<file path="config.mk">
export PLATFORM = sky130hd
export DESIGN_NAME = one_wire_rom_reader
export DESIGN_NICKNAME = d
export VERILOG_FILES = /design/src/rtl/one_wire_rom_reader.sv
export SDC_FILE = /design/constraint.sdc
export NUM_CORES = 1
export LEC_CHECK = 0
export BUFFER_PORTS_ARGS = -buffer_cell sky130_fd_sc_hd__buf_2
export CAP_MARGIN = 20
export CORE_ASPECT_RATIO = 1.1
export CORE_MARGIN = 10
export CORE_UTILIZATION = 30
export DETAILED_ROUTE_END_ITERATION = 8
export HOLD_SLACK_MARGIN = 0.15
export PLACE_DENSITY_LB_ADDON = 0.3
export SETUP_SLACK_MARGIN = 0.2
export SYNTH_ARGS = -nofsm -noshare
export SYNTH_HDL_FRONTEND = slang
export SYNTH_SLANG_ARGS = --single-unit
</file>
<file path="constraint.sdc">
create_clock -name clk -period 5.44 [get_ports clk]
set_clock_uncertainty 0.2 [all_clocks]
set_input_delay 0 -clock clk [delete_from_list [all_inputs] [get_ports clk]]
set_output_delay 0 -clock clk [all_outputs]
set_load 0.1 [all_outputs]
</file>
<file path="src/rtl/one_wire_rom_reader.sv">
// ----------------------------------------------------------------------------
// one_wire_rom_reader
//
// 1-Wire bus master front end for ROM identification. The sequence is:
// reset pulse, presence check, Read ROM command (CMD_BYTE, LSB first),
// ROM_BITS read slots, then a replay of the captured ROM into the downstream
// one_wire_crc stage at one bit per clk.
//
// Parameters:
//   TICKS_PER_US  clk cycles per microsecond; all slot timing derives from it
//   ROM_BITS      bits read after the command and streamed to the CRC stage
//   CMD_BYTE      command byte sent after presence, LSB first
//
// Ports:
//   clk          in   system clock
//   rst_n        in   asynchronous active-low reset (releases the bus at once)
//   start        in   1-cycle request for one ROM read; ignored while busy
//   ow_in        in   synchronised 1-Wire bus level
//   ow_pull      out  1 = drive bus low (open-drain enable)
//   busy         out  high from accepted start until done / no_presence
//   rom_id       out  captured ROM, bit0 = first bit received
//   rom_valid    out  1-cycle pulse in the cycle after the last streamed bit
//   no_presence  out  1-cycle pulse when no presence pulse was seen
//   crc_start    out  to one_wire_crc.start_crc, high in first stream cycle
//   crc_bit      out  to one_wire_crc.data_stream, rom_id[i] in stream cycle i
//
// Build option:
//   ONE_WIRE_PRESENCE_RETRY_EN  when defined, a missing presence pulse
//   re-runs the reset sequence up to 3 more times (4 attempts in total);
//   no_presence pulses only after the last attempt fails.
// ----------------------------------------------------------------------------
module one_wire_rom_reader #(
    parameter int          TICKS_PER_US = 50,
    parameter int          ROM_BITS     = 64,
    parameter logic [7:0]  CMD_BYTE     = 8'h33
) (
    input  logic                clk,
    input  logic                rst_n,
    input  logic                start,
    input  logic                ow_in,
    output logic                ow_pull,
    output logic                busy,
    output logic [ROM_BITS-1:0] rom_id,
    output logic                rom_valid,
    output logic                no_presence,
    output logic                crc_start,
    output logic                crc_bit
);

    localparam int TW = $clog2(480 * TICKS_PER_US + 1);
    localparam int BW = (ROM_BITS > 8) ? $clog2(ROM_BITS) : 3;

    // Timer compare points, all in clk ticks
    localparam logic [TW-1:0] T_RESET_END   = TW'(480 * TICKS_PER_US - 1);
    localparam logic [TW-1:0] T_PRES_SAMPLE = TW'(70 * TICKS_PER_US);
    localparam logic [TW-1:0] T_SLOT_END    = TW'(70 * TICKS_PER_US - 1);
    localparam logic [TW-1:0] T_PULL_1      = TW'(6 * TICKS_PER_US);
    localparam logic [TW-1:0] T_PULL_0      = TW'(60 * TICKS_PER_US);
    localparam logic [TW-1:0] T_READ_SAMPLE = TW'(15 * TICKS_PER_US);

    localparam logic [BW-1:0] LAST_CMD_BIT  = BW'(7);
    localparam logic [BW-1:0] LAST_ROM_BIT  = BW'(ROM_BITS - 1);

    typedef enum logic [2:0] {
        S_IDLE,
        S_RST_LOW,
        S_RST_WAIT,
        S_CMD,
        S_READ,
        S_STREAM,
        S_DONE
    } state_t;

    state_t              state_q,    state_d;
    logic [TW-1:0]       timer_q,    timer_d;
    logic [BW-1:0]       bit_cnt_q,  bit_cnt_d;
    logic [ROM_BITS-1:0] rom_id_q,   rom_id_d;
    logic                presence_q, presence_d;
`ifdef ONE_WIRE_PRESENCE_RETRY_EN
    logic [1:0]          attempt_q,  attempt_d;
`endif

    always_ff @(posedge clk or negedge rst_n) begin
        if (!rst_n) begin
            state_q    <= S_IDLE;
            timer_q    <= '0;
            bit_cnt_q  <= '0;
            rom_id_q   <= '0;
            presence_q <= 1'b0;
        end else begin
            state_q    <= state_d;
            timer_q    <= timer_d;
            bit_cnt_q  <= bit_cnt_d;
            rom_id_q   <= rom_id_d;
            presence_q <= presence_d;
        end
    end

`ifdef ONE_WIRE_PRESENCE_RETRY_EN
    always_ff @(posedge clk or negedge rst_n) begin
        if (!rst_n) begin
            attempt_q <= '0;
        end else begin
            attempt_q <= attempt_d;
        end
    end
`endif

    always_comb begin
        state_d     = state_q;
        timer_d     = '0;
        bit_cnt_d   = bit_cnt_q;
        rom_id_d    = rom_id_q;
        presence_d  = presence_q;
`ifdef ONE_WIRE_PRESENCE_RETRY_EN
        attempt_d   = attempt_q;
`endif
        ow_pull     = 1'b0;
        busy        = 1'b1;
        rom_valid   = 1'b0;
        no_presence = 1'b0;
        crc_start   = 1'b0;
        crc_bit     = 1'b0;

        case (state_q)
            S_IDLE: begin
                busy = 1'b0;
                if (start) begin
                    state_d = S_RST_LOW;
`ifdef ONE_WIRE_PRESENCE_RETRY_EN
                    attempt_d = '0;
`endif
                end
            end

            S_RST_LOW: begin
                ow_pull = 1'b1;
                timer_d = timer_q + TW'(1);
                if (timer_q == T_RESET_END) begin
                    timer_d = '0;
                    state_d = S_RST_WAIT;
                end
            end

            S_RST_WAIT: begin
                timer_d = timer_q + TW'(1);
                // Single sample point; a slave holding the bus low here is present
                if (timer_q == T_PRES_SAMPLE) begin
                    presence_d = ~ow_in;
                end
                if (timer_q == T_RESET_END) begin
                    timer_d = '0;
                    if (presence_q) begin
                        state_d   = S_CMD;
                        bit_cnt_d = '0;
                    end else begin
`ifdef ONE_WIRE_PRESENCE_RETRY_EN
                        if (attempt_q != 2'd3) begin
                            attempt_d = attempt_q + 2'd1;
                            state_d   = S_RST_LOW;
                        end else begin
                            no_presence = 1'b1;
                            state_d     = S_IDLE;
                        end
`else
                        no_presence = 1'b1;
                        state_d     = S_IDLE;
`endif
                    end
                end
            end

            S_CMD: begin
                // Write-1 is a short low pulse, write-0 holds low for most of the slot
                ow_pull = (timer_q < (CMD_BYTE[bit_cnt_q[2:0]] ? T_PULL_1 : T_PULL_0));
                timer_d = timer_q + TW'(1);
                if (timer_q == T_SLOT_END) begin
                    timer_d = '0;
                    if (bit_cnt_q == LAST_CMD_BIT) begin
                        state_d   = S_READ;
                        bit_cnt_d = '0;
                        rom_id_d  = '0;
                    end else begin
                        bit_cnt_d = bit_cnt_q + BW'(1);
                    end
                end
            end

            S_READ: begin
                ow_pull = (timer_q < T_PULL_1);
                timer_d = timer_q + TW'(1);
                if (timer_q == T_READ_SAMPLE) begin
                    rom_id_d[bit_cnt_q] = ow_in;
                end
                if (timer_q == T_SLOT_END) begin
                    timer_d = '0;
                    if (bit_cnt_q == LAST_ROM_BIT) begin
                        state_d   = S_STREAM;
                        bit_cnt_d = '0;
                    end else begin
                        bit_cnt_d = bit_cnt_q + BW'(1);
                    end
                end
            end

            S_STREAM: begin
                // Back-to-back bits: the CRC stage counts from crc_start with no gaps
                crc_start = (bit_cnt_q == '0);
                crc_bit   = rom_id_q[bit_cnt_q];
                if (bit_cnt_q == LAST_ROM_BIT) begin
                    state_d   = S_DONE;
                    bit_cnt_d = '0;
                end else begin
                    bit_cnt_d = bit_cnt_q + BW'(1);
                end
            end

            S_DONE: begin
                busy      = 1'b0;
                rom_valid = 1'b1;
                state_d   = S_IDLE;
            end

            default: begin
                state_d = S_IDLE;
            end
        endcase
    end

    assign rom_id = rom_id_q;

endmodule
</file>
==> qor.txt, run 1 <==
post-CTS setup buffer count -> 0
Area growth syn-to-layout -> 15.9%
first-pass GRT wire length -> 28,800 um
via count -> 5,082
IO Pins -> 74
IO buf count -> 73
Resized cells post-CTS -> 0
peak supply drop -> 0.124 mV
Max-Cap Viols -> 0
Cell Pwr Density -> 210 mW/mm^2
fillers -> 1,868
Core Box Area -> 0.0177 sq mm
Clock transition at path regs -> 0.07 ns
top-count cell post-synth -> nand2_1
RSZ-0062 raised after global routing -> no
crit path launch type -> flop
Cell Chain, Critical Path -> inv_1 -> ha_1 -> a311o_1 -> a2111oi_0 -> o31ai_1 -> nand2_1 -> buf_2
CTS Buf Count -> 9
Chip Width -> 148 um
Async S/R FF share, synth -> 100%
grt ovf -> 0
vias per cell -> 5.37
CTS H-tree lvls -> 3
Min-Delay Path Class -> in2async
DRT antenna net count -> 0
maximum number of pins on one net before global-route repair -> 71
area leader, netlist -> dfrtp_1
status -> finished, final reports clean
Crit-path slowest cell -> dfrtp_1
Cells after Synth -> 662
Leak -> 0.00233 uW
Longest Clk Path Bufs -> 2
WS Path Type -> reg2out
Final min period -> 3.43 ns
crit share post-route -> 63.0%
Fin Setup TNS -> 0 ns
max incr delay on CP -> 0.63 ns
max frequency -> 292 MHz
post-route cell area -> 0.00623 sq mm
Clock Sinks -> 89
Synth top cells by count -> 91 x nand2_1, 89 x dfrtp_1, 84 x o21ai_0
CP endpoint kind -> output port
Netlist cell types -> 66
GRT Overall Usage -> 15.1%
Post-layout nets -> 717
Yosys top cell area share -> 41.4%
TritonRoute pass-1 iters -> 5
Hold Violations, Final -> 0
DP Area -> 0.00588 sq mm
starting density of the core -> 30.4%
fin. max-slew vios -> 0
synth top area cells -> dfrtp_1 41%, o21ai_0 7.8%, a21oi_1 6.5%
post-layout util -> 35.2%
share of layout cells above drive strength 1 -> 16.9%
register area share after synthesis -> 41.4%
post-DP HPWL -> 11,800 um
die area -> 0.0237 sq mm
Initial DRC Count -> 461
cell row count -> 51
final setup vio count -> 0
drt drc -> 0
Clk Latency, worst-skew pair -> 0.35 ns
area of the multi-input gates -> 0.00284 sq mm
Root Buffer -> clkbuf_16
Primary FF master, synth -> dfrtp_1
WP data required -> 5.24 ns
RD Place Congestion -> 0.807
crit path buf inv count -> 2
CP top delay family -> compound AO/OA/AOI/OAI gates
wirelength, routed -> 17,600 um
antenna cells -> 0
register area -> 0.00223 sq mm
worst-path fanout max -> 15
Synth Register Bits -> 89
Die Ht -> 160 um
actual slew at the worst max-slew pin -> 0.996 ns
number of global-route vias before repair -> 4,950
CTS Hold Bufs -> 4
Avg WL per Cell -> 18.6 um
Worst slew margin -> 33.3%
Avg Synthesized Cell Area -> 8.12 sq um
syn_nets -> 675
mapped cell area -> 0.00537 sq mm
Worst EP arrival -> 3.23 ns
Final Hold Slack -> 0.236 ns
initial antenna violation count -> 0
Post-synth EDFFs -> 0
CTS tree -> yes
Synth Warn # -> 0
==> worst reg2reg max path, stage by stage (launching register included) <==
cell,delay [ns]
dfrtp_1,0.52
or3b_2,0.77
nor3_1,0.30
nand4_1,0.15
a21o_1,0.21
or3_2,0.40
buf_4,0.33
o21ai_1,0.30
==> metrics by stage <==
step           total power, uW  worst slack [ns]  std cells
2_1_floorplan              674              1.15        662
3_3_place_gp               691              2.26        924
3_5_place_dp               691              2.20        925
4_1_cts                   1330              2.04        945
5_1_grt                   1360              1.81        947
6_report                  1310              2.01        947
==> sequential cells by signal, summed over array words and instances, names as in the netlist <==
name / flops
rom_id: 64
timer_q: 15
bit_cnt_q: 6
state_q: 3
presence_q: 1
==> cells in the final DEF, fill, tap and decap left out, types with 12 or more instances in the layout <==
| cell type | netlist | routed |
|---|---|---|
| nand2_1 | 91 | 91 |
| dfrtp_1 | 89 | 89 |
| o21ai_0 | 84 | 84 |
| buf_2 | 5 | 72 |
| a21oi_1 | 70 | 70 |
| o21ai_1 | 60 | 60 |
| nor2_1 | 37 | 37 |
| buf_4 | 0 | 16 |
| nand3_1 | 12 | 12 |
==> report_power, final <==
part	internal [uW]	switching, uW	total [uW]
combinational	3.36	14.3	17.7
clock	356	275	631
sequential	661	0	661
total	1020	289	1310
==> logic make-up after synthesis <==
family,Yosys count,share of synthesized area [%]
XOR/XNOR,13,2.12
multiplexers,9,2.37
AO/OA/AOI/OAI,259,26.6
buffers and inverters,72,6.15
adder cells (fa/ha/maj),9,2.10
flip-flops,89,41.4
AND/OR/NAND/NOR,211,19.3
==> routing by layer <==
metal  part of all wire, %  vias to the layer above  routed length, um  global-route usage [%]
li1                      -                     2440                  -                       -
met1                    45                     2474               7950                    20.0
met2                    48                      148               8470                    24.2
met3                   5.2                       20                916                    3.15
met4                   1.6                        0                277                    4.06
met5                     0                        -                  0                       0
==> path summary, 6_finish.rpt <==
check | cells after the start | slack, ns | startpoint | end
max | 7 | 2.01 | bit_cnt_q[1]$_DFFE_PN0P_ | ow_pull
min | 3 | 0.24 | rst_n | rom_id[1]$_DFFE_PN0P_
max reg2reg | 7 | 2.19 | state_q[2]$_DFFE_PN0P_ | rom_id[33]$_DFFE_PN0P_
min reg2reg | 1 | 0.33 | timer_q[0]$_DFF_PN0_ | timer_q[0]$_DFF_PN0_
max in group asynchronous | 3 | 3.77 | rst_n | rom_id[19]$_DFFE_PN0P_
min in group clk | 3 | 0.24 | ow_in | presence_q$_DFFE_PN0P_
==> final cells by class <==
| class | count | share of cell area (%) |
|---|---|---|
| clock buffers | 11 | 3.74 |
| flip-flops and latches | 89 | 35.8 |
| multi-input cells | 501 | 45.6 |
| inverters | 9 | 0.542 |
| repair buffers | 94 | 8.72 |
| well taps | 238 | 4.78 |
| clock inverters | 5 | 0.904 |
Power figures use the tool's default switching activity.
==> run 2, diff against run 1 <==
- clock period: 5.44 -> 2.9 ns (I/O delays scaled with it)
==> run 2 against run 1 <==
Net effect: register-to-register slack worse by 1.9 ns; core utilization is 2.6 points higher; sequential share of layout area decreased by 2.4 points; largest power group unchanged.
==> qor.txt, run 2 (synthesized netlist as in run 1, its figures left out) <==
status -> finished, final reports clean
Clock transition at path regs -> 0.06 ns (about the same)
final setup vio count -> 0 (unchanged)
area of the multi-input gates -> 0.00292 sq mm (+2.9%)
sequential share of power -> 50.0% (-0.5 points)
combinational share of power -> 1.6% (+0.2 points)
Max-Cap Viols -> 0 (unchanged)
worst-path fanout max -> 7 (-8)
Psw -> 563 uW (+95%)
wirelength, routed -> 18,300 um (+4.0%)
Crit-path slowest cell -> dfrtp_2
Final min period -> 2.68 ns
max frequency -> 373 MHz
post-route cell area -> 0.00669 sq mm (+7.4%)
fin cells -> 980 (+3.5%)
number of global-route vias before repair -> 4,998 (+0.97%)
crit path buf inv count -> 2 (unchanged)
Cell Chain, Critical Path -> clkinvlp_4 -> ha_1 -> a311o_1 -> a2111oi_2 -> o31ai_1 -> nand2_2 -> buf_12
commonest non-fill, non-tap cell in the layout -> nand2_1
worst slack at placement -> 0.257 ns (-1.95 ns)
Min-Delay Path Class -> in2reg
Area growth syn-to-layout -> 24.4%
CTS Buf Count -> 9 (unchanged)
RD Place Congestion -> 0.887 (+9.8%)
WP data required -> 2.70 ns (-2.54 ns)
Hold Violations, Final -> 0 (unchanged)
Longest Clk Path Bufs -> 2 (unchanged)
WS Path Type -> reg2out
grt ovf -> 0 (unchanged)
Tot Pwr -> 2480 uW (+90%)
TritonRoute pass-1 iters -> 5 (unchanged)
cell row count -> 51 (unchanged)
antenna cells -> 0 (unchanged)
max reg flops -> 64 (unchanged)
post-DP HPWL -> 12,500 um (+5.8%)
CTS tree -> yes
fillers -> 1,819 (-2.6%)
Avg WL per Cell -> 18.7 um (+0.47%)
IO buf count -> 73 (unchanged)
Leak -> 0.00256 uW (+10%)
share of layout cells above drive strength 1 -> 23.2% (+6.3 points)
first-pass GRT wire length -> 28,400 um (-1.3%)
Post-layout nets -> 751 (+4.7%)
IO Pins -> 74 (unchanged)
DP Area -> 0.00620 sq mm (+5.4%)
fin. max-slew vios -> 0 (unchanged)
CTS H-tree lvls -> 3 (unchanged)
register area -> 0.00223 sq mm (+0.22%)
Root Buffer -> clkbuf_16
max incr delay on CP -> 0.45 ns (-0.18 ns)
die area -> 0.0237 sq mm (unchanged)
Cell Pwr Density -> 371 mW/mm^2 (+77%)
peak supply drop -> 0.247 mV (+100%)
most frequent cells in the layout -> 90 x nand2_1, 85 x dfrtp_1, 82 x o21ai_0
maximum number of pins on one net before global-route repair -> 65 (-8.5%)
Worst EP arrival -> 2.48 ns (-0.75 ns)
sw frac -> 22.7% (+0.60 points)
Setup WS post-layout -> 0.221 ns (-1.79 ns)
DRT antenna net count -> 0 (unchanged)
vias per cell -> 5.35 (-0.38%)
RSZ-0062 raised after global routing -> yes
initial antenna violation count -> 0 (unchanged)
Inst Count DP -> 955 (+3.2%)
Core Box Area -> 0.0177 sq mm (unchanged)
clock power share -> 48.5% (+0.3 points)
starting density of the core -> 30.4% (unchanged)
crit path launch type -> flop
CP endpoint kind -> output port
Clk Latency, worst-skew pair -> 0.35 ns (about the same)
crit share post-route -> 92.4%
CP top delay family -> compound AO/OA/AOI/OAI gates
drt drc -> 0 (unchanged)
Worst slew margin -> 60.7% (+27 points)
Clock Sinks -> 89 (unchanged)
Chip Width -> 148 um (unchanged)
post-layout util -> 37.8% (+2.6 points)
via count -> 5,239 (+3.1%)
P_int -> 1920 uW (+88%)
Die Ht -> 160 um (unchanged)
actual slew at the worst max-slew pin -> 0.590 ns (-0.406 ns)
GRT Overall Usage -> 14.9% (-0.19 points)
Initial DRC Count -> 482 (+4.6%)
-- run 2: metal layers --
layer  up-vias  GRT usage, %  wire length, um
li1       2510             -                -
met1      2549          19.9             8160
met2       161          24.0             8980
met3        19          2.47              910
met4         0          4.55              259
met5         -             0                0
-- run 2: tightest hold or removal path, cell delays in order --
cell,delay (ns)
dlygate4sd3_1,0.52
buf_2,0.13
o21ai_0,0.09
-- run 2: metrics by stage --
| step | hold slack, ns | TNS, ns |
|---|---|---|
| 3_3_place_gp | -0.195 | 0 |
| 2_1_floorplan | -0.496 | -0.318 |
| 3_5_place_dp | -0.187 | 0 |
| 6_report | 0.233 | 0 |
| 5_1_grt | 0.250 | 0 |
| 4_1_cts | 0.226 | 0 |
-- run 2: path summary, 6_finish.rpt --
| kind | start | to | slack (ns) | cells after the start |
|---|---|---|---|---|
| setup / recovery | bit_cnt_q[1]$_DFFE_PN0P_ | ow_pull | 0.22 | 7 |
| hold reg to reg | timer_q[0]$_DFF_PN0_ | timer_q[0]$_DFF_PN0_ | 0.33 | 1 |
| setup reg to reg | timer_q[13]$_DFF_PN0_ | bit_cnt_q[2]$_DFFE_PN0P_ | 0.26 | 7 |
| max in group asynchronous | rst_n | bit_cnt_q[4]$_DFFE_PN0P_ | 1.68 | 4 |
| hold / removal | ow_in | presence_q$_DFFE_PN0P_ | 0.23 | 3 |
| min in group asynchronous | rst_n | timer_q[6]$_DFF_PN0_ | 0.50 | 4 |
-- run 2: what timing repair did --
action | CTS | global route
pin swaps | 2 | 2
endpoints found under the hold margin | 91 | 0
buffers inserted | 4 | 0
endpoints found under the setup margin | 2 | 14
resized for setup | 11 | 15
cloned | 0 | 1
hold buffers | 5 | 0
-- run 2: power by group through the flow --
stage	clock [uW]	combinational [uW]	sequential [uW]
after floorplan	0	0.210	1260
after global placement	0	34.0	1260
after detailed placement	0	34.3	1260
after CTS	1230	42.0	1240
after global routing	1270	45.6	1240
final	1200	39.2	1240
-- run 2: area by class of cell --
| type | count | share of cell area [%] |
|---|---|---|
| Clock inverter | 6 | 1.01 |
| Multi-Input combinational cell | 501 | 43.7 |
| Sequential cell | 89 | 33.4 |
| Tap cell | 238 | 4.45 |
| Timing Repair Buffer | 128 | 13.5 |
| Inverter | 9 | 0.561 |
| Clock buffer | 9 | 3.37 |
